`config.mk`:
```
export PLATFORM = sky130hd
export DESIGN_NAME = icache
export DESIGN_NICKNAME = d
export VERILOG_FILES = /design/src/rtl/icache_pkg.sv /design/src/rtl/icache_line_store.sv /design/src/rtl/icache.sv
export SDC_FILE = /design/constraint.sdc
export NUM_CORES = 2
export LEC_CHECK = 0
export BUFFER_PORTS_ARGS = -buffer_cell sky130_fd_sc_hd__buf_2
export CORE_MARGIN = 2
export CORE_UTILIZATION = 41
export DETAILED_ROUTE_END_ITERATION = 8
export PLACE_DENSITY_LB_ADDON = 0.1
export SETUP_SLACK_MARGIN = 0.15
export SLEW_MARGIN = 20
export SYNTH_ARGS = -nofsm -noshare
export SYNTH_HDL_FRONTEND = slang
export SYNTH_SLANG_ARGS = --single-unit
```
`constraint.sdc`:
```
create_clock -name clk_in -period 6.1 [get_ports clk_in]
set_input_delay 0.61 -clock clk_in [delete_from_list [all_inputs] [get_ports clk_in]]
set_output_delay 0.61 -clock clk_in [all_outputs]
set_load 0.01 [all_outputs]
```
`src/rtl/icache_pkg.sv`:
```
// Shared constants and FSM state type for the instruction cache.
// Memory-controller encodings match the controller's icache port.
package icache_pkg;

  localparam logic [1:0] TASK_SRC_ICACHE = 2'b10;
  localparam logic [1:0] TASK_SRC_LSB    = 2'b01;
  localparam logic [2:0] LS_TYPE_LW      = 3'b000;
  localparam logic       LS_READ         = 1'b1;

  typedef enum logic {
    ST_IDLE = 1'b0,
    ST_MISS = 1'b1
  } icache_state_e;

endpackage

```
`src/rtl/icache_line_store.sv`:
```
// Valid/tag/data storage for a direct-mapped, one-word-per-line cache.
// One combinational read port, one write port; a same-index write is forwarded to the read port.
module icache_line_store #(
  parameter int INDEX_BITS = 6,
  parameter int TAG_W      = 24,
  parameter int DATA_W     = 32
) (
  input  logic                  clk_in,
  input  logic                  rst_in,
  input  logic [INDEX_BITS-1:0] rd_idx_in,
  output logic                  rd_valid_out,
  output logic [TAG_W-1:0]      rd_tag_out,
  output logic [DATA_W-1:0]     rd_data_out,
  input  logic                  wr_en_in,
  input  logic [INDEX_BITS-1:0] wr_idx_in,
  input  logic [TAG_W-1:0]      wr_tag_in,
  input  logic [DATA_W-1:0]     wr_data_in
);

  localparam int LINES = 1 << INDEX_BITS;

  logic [LINES-1:0]  r_valid;
  logic [TAG_W-1:0]  r_tag  [LINES];
  logic [DATA_W-1:0] r_data [LINES];
  logic              w_bypass;

  always_ff @(posedge clk_in or negedge rst_in) begin
    if (!rst_in) begin
      r_valid <= '0;
    end else if (wr_en_in) begin
      r_valid[wr_idx_in] <= 1'b1;
    end
  end

  // Tag and data need no reset: a line is only consulted once its valid bit is set.
  always_ff @(posedge clk_in) begin
    if (wr_en_in) begin
      r_tag[wr_idx_in]  <= wr_tag_in;
      r_data[wr_idx_in] <= wr_data_in;
    end
  end

  assign w_bypass     = wr_en_in && (wr_idx_in == rd_idx_in);
  assign rd_valid_out = w_bypass | r_valid[rd_idx_in];
  assign rd_tag_out   = w_bypass ? wr_tag_in  : r_tag[rd_idx_in];
  assign rd_data_out  = w_bypass ? wr_data_in : r_data[rd_idx_in];

endmodule

```
`src/rtl/icache.sv`:
```
// Direct-mapped instruction cache: one-cycle registered hits, single-word LW refill
// through the memory controller's icache port, with flush cancelling the pending response.
module icache
  import icache_pkg::*;
#(
  parameter int INDEX_BITS = 6,
  parameter int ADDR_W     = 32
) (
  input  logic              clk_in,
  input  logic              rst_in,
  input  logic              rdy_in,
  input  logic              fetch_req_in,
  input  logic [ADDR_W-1:0] fetch_addr_in,
  input  logic              flush_in,
  output logic [31:0]       inst_out,
  output logic              inst_valid_out,
  output logic [ADDR_W-1:0] mem_addr_out,
  output logic [31:0]       mem_data_out,
  output logic              mem_r_nw_out,
  output logic [2:0]        mem_type_out,
  output logic              mem_activate_out,
  input  logic [31:0]       mem_data_in,
  input  logic              mem_data_avail_in,
  input  logic [1:0]        mem_task_src_in,
  input  logic              mem_block_in
);

  localparam int TAG_W = ADDR_W - INDEX_BITS - 2;

  icache_state_e r_state, w_state_nxt;

  logic                  r_cancel, w_cancel_nxt;
  logic                  r_inst_valid, w_inst_valid_nxt;
  logic                  r_mem_act, w_mem_act_nxt;
  logic [31:0]           r_inst, w_inst_nxt;
  logic [ADDR_W-1:0]     r_mem_addr, w_mem_addr_nxt;

  logic [INDEX_BITS-1:0] w_rd_idx;
  logic [TAG_W-1:0]      w_req_tag;
  logic                  w_rd_valid;
  logic [TAG_W-1:0]      w_rd_tag;
  logic [31:0]           w_rd_data;
  logic                  w_hit;
  logic                  w_fill;
  logic                  w_wr_en;
  logic                  w_unused;

  assign w_rd_idx  = fetch_addr_in[INDEX_BITS+1:2];
  assign w_req_tag = fetch_addr_in[ADDR_W-1:INDEX_BITS+2];
  assign w_hit     = w_rd_valid && (w_rd_tag == w_req_tag);

  // Controller data is combinational and only valid in this cycle; LSB returns are ignored.
  assign w_fill    = (r_state == ST_MISS) && mem_data_avail_in &&
                     (mem_task_src_in == TASK_SRC_ICACHE);
  assign w_wr_en   = w_fill && rdy_in;

  icache_line_store #(
    .INDEX_BITS (INDEX_BITS),
    .TAG_W      (TAG_W),
    .DATA_W     (32)
  ) u_line_store (
    .clk_in       (clk_in),
    .rst_in       (rst_in),
    .rd_idx_in    (w_rd_idx),
    .rd_valid_out (w_rd_valid),
    .rd_tag_out   (w_rd_tag),
    .rd_data_out  (w_rd_data),
    .wr_en_in     (w_wr_en),
    .wr_idx_in    (r_mem_addr[INDEX_BITS+1:2]),
    .wr_tag_in    (r_mem_addr[ADDR_W-1:INDEX_BITS+2]),
    .wr_data_in   (mem_data_in)
  );

  always_comb begin
    w_state_nxt      = r_state;
    w_cancel_nxt     = r_cancel;
    w_inst_valid_nxt = 1'b0;
    w_mem_act_nxt    = r_mem_act;
    w_inst_nxt       = r_inst;
    w_mem_addr_nxt   = r_mem_addr;
    case (r_state)
      ST_IDLE: begin
        if (fetch_req_in && !flush_in) begin
          if (w_hit) begin
            w_inst_nxt       = w_rd_data;
            w_inst_valid_nxt = 1'b1;
          end else begin
            w_mem_addr_nxt = {fetch_addr_in[ADDR_W-1:2], 2'b00};
            w_mem_act_nxt  = 1'b1;
            w_state_nxt    = ST_MISS;
          end
        end
      end
      ST_MISS: begin
        if (flush_in) begin
          w_cancel_nxt = 1'b1;
        end
        // The bus read cannot be aborted, so a cancelled fill still lands in the array.
        if (w_fill) begin
          w_inst_nxt       = mem_data_in;
          w_inst_valid_nxt = !(r_cancel || flush_in);
          w_mem_act_nxt    = 1'b0;
          w_cancel_nxt     = 1'b0;
          w_state_nxt      = ST_IDLE;
        end
      end
      default: begin
        w_state_nxt = ST_IDLE;
      end
    endcase
  end

  always_ff @(posedge clk_in or negedge rst_in) begin
    if (!rst_in) begin
      r_state <= ST_IDLE;
    end else if (rdy_in) begin
      r_state <= w_state_nxt;
    end
  end

  always_ff @(posedge clk_in or negedge rst_in) begin
    if (!rst_in) begin
      r_cancel     <= 1'b0;
      r_inst_valid <= 1'b0;
      r_mem_act    <= 1'b0;
      r_inst       <= '0;
      r_mem_addr   <= '0;
    end else if (rdy_in) begin
      r_cancel     <= w_cancel_nxt;
      r_inst_valid <= w_inst_valid_nxt;
      r_mem_act    <= w_mem_act_nxt;
      r_inst       <= w_inst_nxt;
      r_mem_addr   <= w_mem_addr_nxt;
    end
  end

  assign inst_out         = r_inst;
  assign inst_valid_out   = r_inst_valid;
  assign mem_addr_out     = r_mem_addr;
  assign mem_activate_out = r_mem_act;
  assign mem_data_out     = '0;
  assign mem_r_nw_out     = LS_READ;
  assign mem_type_out     = LS_TYPE_LW;

  // Controller block status needs no action; word-offset bits never address anything.
  assign w_unused = ^{mem_block_in, fetch_addr_in[1:0], r_mem_addr[1:0]};

endmodule

```
# Word level (Yosys, flattened, before mapping)
# Memory sizes are Yosys's and may differ from the RTL's.
# Cells that the tools add are included.
[totals] reg_bits=130 ram_bits=3584 input_bits=73 wordCells=64 memories=2
[mem_list] name="u_line_store.r_data" depth=64 width=32 rd=1 rd_ports_with_merged_regs=0 wr=1 line_no="icache_line_store.sv:24" text="logic [DATA_W-1:0] r_data [LINES];"
[mem_list] name="u_line_store.r_tag" depth=64 width=24 rd=1 rd_ports_with_merged_regs=0 wr=1 line_no="icache_line_store.sv:23" text="logic [TAG_W-1:0] r_tag [LINES];"
[classes] n_lt_le_gt_ge=3 n_eq_ne=7 muxes=26 n_bitwise=4 reduce_logical=15
[ops] operator="2-to-1 mux 32 bit" count=4
[ops] operator="OR 64 bit" count=1
[ops] operator="case mux 32 bit (2 select lines)" count=1
[ops] operator="== test 24 bit" count=1
[ops] operator="2-to-1 mux 24 bit" count=1
[ops] operator="2-to-1 mux 1 bit" count=15
[ops] operator="less-than comparator 6 x 7 -> 1 bit (second input constant)" count=2
[ops] operator="AND reduction 4 bit" count=3
[ops] operator="logical AND 1 bit" count=7
[ops] operator="binary-select mux 1 bit (select 6 bit)" count=1
[ops] operator="demux 1 bit (select 6 bit)" count=1
[ops] operator="== test 6 bit" count=1
[ops] operator="greater-or-equal comparator 6 x 1 -> 1 bit (second input constant)" count=1
[ops] operator="inequality test 2 bit (second input constant)" count=3
[ops] operator="case mux 1 bit (2 select lines)" count=3
[ops] operator="AND reduction 3 bit" count=1
[ops] operator="== test 2 bit (second input constant)" count=1
[ops] operator="zero test 1 bit" count=2
[ops] operator="inequality test 2 x 1 -> 1 bit (second input constant)" count=1
[ops] operator="NOT 1 bit" count=2
[ops] operator="nonzero test 2 bit" count=1
[ops] operator="logical OR 1 bit" count=1
[ops] operator="OR 1 bit" count=1

# Depth between registers and ports, before layout
[depth] depth_word=10 mapped_depth=19

# Hierarchy
# Synthesis repeated with hierarchy kept, for this count alone.
[unflattened] cells_unflattened=6735 area_unflattened_um2=143461.3
[modules_own_cells] module="icache_line_store" n_inst=1 cells_per_inst=6433 area_per_inst_um2=139915.4 seq_area_each_um2=109224.8
[modules_own_cells] module="icache" n_inst=1 cells_per_inst=302 area_per_inst_um2=3545.9 seq_area_each_um2=1651.6

# Worst setup path before layout
# Ideal clock, no wire load.
[synth_timing] kind="input port to flip-flop" from="input port mem_task_src_in[1]" to="memory u_line_store.r_data[24][0] (enable)" setup_time_ns=0.471 t_arrival_ns=3.909 required_ns=5.629 setup_slack_ns=1.719 stages=5 path_cell_list="nor2b_1 and4_1 clkbuf_1 nand4b_1 nor2_1"
[synth_via] elab_chain_len=5
[synth_rtl] element="start: declaration" line_no="icache.sv:24" text="input logic [1:0] mem_task_src_in,"
[synth_rtl] element="== test 2 bit" line_no="icache.sv:54" text="(mem_task_src_in == TASK_SRC_ICACHE);"
[synth_rtl] element="logical AND 1 bit" line_no="icache.sv:53" text="assign w_fill = (r_state == ST_MISS) && mem_data_avail_in &&"
[synth_rtl] element="logical AND 1 bit" line_no="icache.sv:55" text="assign w_wr_en = w_fill && rdy_in;"
[synth_rtl] element="2-to-1 mux 1 bit" line_no="icache_line_store.sv:37" text="if (wr_en_in) begin"
[synth_rtl] element="2-to-1 mux 1 bit (not written as such)" line_no="icache_line_store.sv:39" text="r_data[wr_idx_in] <= wr_data_in;"
[synth_rtl] element="end: declaration" line_no="icache_line_store.sv:24"
# Every way passes these cells.

# Worst setup path after layout
[layout_timing] from="input port fetch_addr_in[2]" to="register r_inst_valid, in the netlist inst_valid_out"
[layout_via] elab_chain_len=8
[layout_rtl] element="start: declaration" line_no="icache.sv:13" text="input logic [ADDR_W-1:0] fetch_addr_in,"
[layout_rtl] element="parallel branches: the longest is 4 deep, another holds memory (64 x 24 bit)"
[layout_rtl] element="logical AND 1 bit *" line_no="icache.sv:50" text="assign w_hit = w_rd_valid && (w_rd_tag == w_req_tag);"
[layout_rtl] element="2-to-1 mux 1 bit *" line_no="icache.sv:84" text="if (w_hit) begin"
[layout_rtl] element="2-to-1 mux 1 bit *" line_no="icache.sv:83" text="if (fetch_req_in && !flush_in) begin"
[layout_rtl] element="case mux 1 bit (2 select lines) *" line_no="icache.sv:81" text="case (r_state)"
[layout_rtl] element="end signal: assignment" line_no="icache.sv:130" text="r_inst_valid <= w_inst_valid_nxt;"
[layout_rtl] element="end: declaration" line_no="icache.sv:33" text="logic r_inst_valid, w_inst_valid_nxt;"
# Every way passes the cells marked *. The select of a mux whose other input is x is not followed.
# A chain may end at the register's enable or synchronous reset.

==> results.cfg <==
[yosys]
synth_async_sr_flop_share = 0.0350
synth_top_flop_cell = edfxtp_1
synth.lib_cells_used.distinct = 69
yosys_register_bits = 3714
syn-instance-count = 6276
synthesis.area_um2 = 143000
synth_sequential_area_ratio = 0.774
synth.yosys.warnings = 0
synth-edff-count = 3584
synthesis.area_per_instance_um2 = 22.8

[worst_setup_path]
crit_path_end_kind = flip-flop
crit_path_slowest_cell = buf_4
timing.critical_path.required_ns = 7.00
reg2regPathDepth = 4
cpPeakStageDelay_ns = 0.68
reg2reg_from = r_state$_DFFE_PN0P_
setup.worst_path.start_class = input port
beginning_of_the_critical_path = fetch_addr_in[2]
crit_chain = buf_12 -> buf_4 -> mux4_2 -> a22oi_1 -> nand2_1 -> nand2_1 -> nand4_1 -> nand3_1 -> xnor2_1 -> nor4_1 -> a21oi_1 -> buf_4 -> or3_4 -> buf_12 -> o311ai_0 -> dlygate4sd3_1
timing.critical_path.arrival_ns = 5.78
worst-r2r-setup-slack_ns = 1.26
critical_path.max_fanout = 63
worstSetupPathType = input port to flip-flop

[place]
post_dp_hpwl_um = 243000
gp_congestion = 0.778
port_buffers = 133
dp.cells = 11013

[hold_path]
holdPathStages = 2
hold_start = fetch_addr_in[8]
timing.hold.worst.class = input port to flip-flop

[floorplanning]
core_area_um2 = 349000
design.portCount = 175
starting_utilization_of_the_core_area = 0.411
placementRows = 217
die_area_um2 = 354000
die_x_um = 595
chipHeight_um = 595

[flow_run]
number_of_max_capacitance_violations_reported = 0

[power]
power.leakage_nw = 53.1
ir_drop_uv = 272
power_density_nw_per_um2 = 359

[clock_tree]
tritoncts_num_sinks = 3714
cts_post_setup_buffers_inserted = 0
clkLatencyLatePin_ns = 0.96
cts-buffers-inserted = 400
cts.repair.resized = 0
cts_clock_pin_slew_for_the_worst_setup_and_hold_paths_ns = 0.06
level_count_of_the_clock_h_tree = 5
tritoncts_clock_tree = built
cts.path.max_buffers = 4
cts.root.buffer_cell = clkbuf_16
post_cts_hold_buffer_count = 20

[drt]
drc = 0
drtPass1Iterations = 6
number_of_nets_still_failing_antenna_checks_after_routing = 0
drtIter0Drc = 9168
vias = 71536
post_drt_wl_per_cell_um = 38.8
routed_wirelength_um = 457000
via_per_inst = 6.07

[timing]
final_max_slew_viol_count = 0
setup_total_neg_slack_ns = 0
hold_slack_ns = 0.0535
rsz_0062_raised_after_global_routing = false
final.period_utilization = 0.800
slew_headroom = 0.231
clock-skew-final_ns = 0.0522
timing.final.crit_period_ns = 4.88
hold_viol = 0
fmax_mhz = 205
tightest_slew_ns = 1.15
finalSetupViolations = 0

[layout]
post-route-util = 0.473
layout.cells.most_common_list = 3,584 x edfxtp_1, 927 x mux4_2, 403 x clkbuf_16
syn2layout_area_growth_pct = 15.2
layout.cells.most_common = edfxtp_1
fillerInstances = 28741
share_of_cells_above_drive_strength_1 = 0.312
layout_nets = 6910
fin_cells = 11780

[global_route]
globalRouteTotalUtil = 0.256
grt_overflow = 0
grt_pass1_vias = 71653
first_pass_grt_wire_length_um = 618000
antenna_violations_before_repair = 26
largest_net_degree_at_the_start_of_global_routing = 142

[run_status]
run_status = completed
[registers in the layout, indices dropped and copies added (netlist names)]
signal / count
r_cancel: 1
mem_activate_out: 1
u_line_store.r_tag: 1536
inst_valid_out: 1
mem_addr_out: 30
u_line_store.r_valid: 64
inst_out: 32
r_state: 1
u_line_store.r_data: 2048
[layout make-up]
cell class,instances,area [um^2],share of cell area
clock buffer,519,10700,0.0650
multi-input combinational,2212,31100,0.188
clock inverter,217,2040,0.0123
sequential,3714,111000,0.672
antenna,10,25.0,0.000152
inverter,9,38.8,0.000235
timing repair buffer,500,4490,0.0272
tap,4599,5750,0.0349
[layer usage]
layer | share of wire | GRT usage
met5 | 0.00011 | 0
met4 | 0.027 | 0.0691
met1 | 0.43 | 0.372
met2 | 0.48 | 0.410
met3 | 0.062 | 0.0308
[logic make-up (layout without fill, tap and decap cells)]
family / Yosys count / count (layout) / share of synthesized area
compound gates: 366 / 366 / 0.0196
other cells: 2 / 48 / 0.0000524
buf+inv: 386 / 1245 / 0.0143
flops: 3714 / 3714 / 0.774
xor+xnor: 41 / 41 / 0.00251
simple gates: 428 / 428 / 0.0150
mux: 1339 / 1339 / 0.175
[where the power goes]
group	switching, mW	internal (mW)	leakage, nW
Combinational	3.67	1.56	12.9
Sequential	0.413	29.9	33.9
Clock	10.1	13.7	6.26
[per-stage QoR]
stage | setup slack, ns | instance area [um^2] | power, mW
3_3_place_gp | 0.626 | 152000 | 35.9
6_report | 1.22 | 165000 | 59.3
5_1_grt | 1.06 | 165000 | 61.0
4_1_cts | 1.22 | 165000 | 59.7
2_1_floorplan | 1.72 | 143000 | 33.5
3_5_place_dp | 0.619 | 152000 | 36.1
[critical path: cells and delay by family]
kind,cells,cell delay [ns]
simple gates,6,1.61
xor+xnor,1,0.15
mux,1,0.60
buf+inv,5,2.07
compound gates,3,0.46
[Yosys cell counts (all sizes together), types with 22 or more instances]
cell    count  area, um^2
a21oi      40         200
a22oi     181        1510
buf       248        1530
clkbuf    129         484
dfrtp     130        3250
edfxtp   3584      108000
mux2       63         709
mux2i     349        3490
mux4      927       20900
nand2      63         239
nand3      56         280
nor2      132         495
nor2b      30         188
or2        66         413
xnor2      22         193
[final timing paths]
check,endpoint
min in group asynchronous,inst_out[19]$_DFFE_PN0P_
setup / recovery,inst_valid_out$_DFFE_PN0P_
hold / removal,mem_addr_out[8]$_DFFE_PN0P_
hold reg to reg,u_line_store.r_valid[4]$_DFFE_PN0N_
max in group asynchronous,mem_activate_out$_DFFE_PN0P_
setup reg to reg,u_line_store.r_data[25][27]$_DFFE_PP_
No activity file was read; power rests on OpenSTA's default activity.
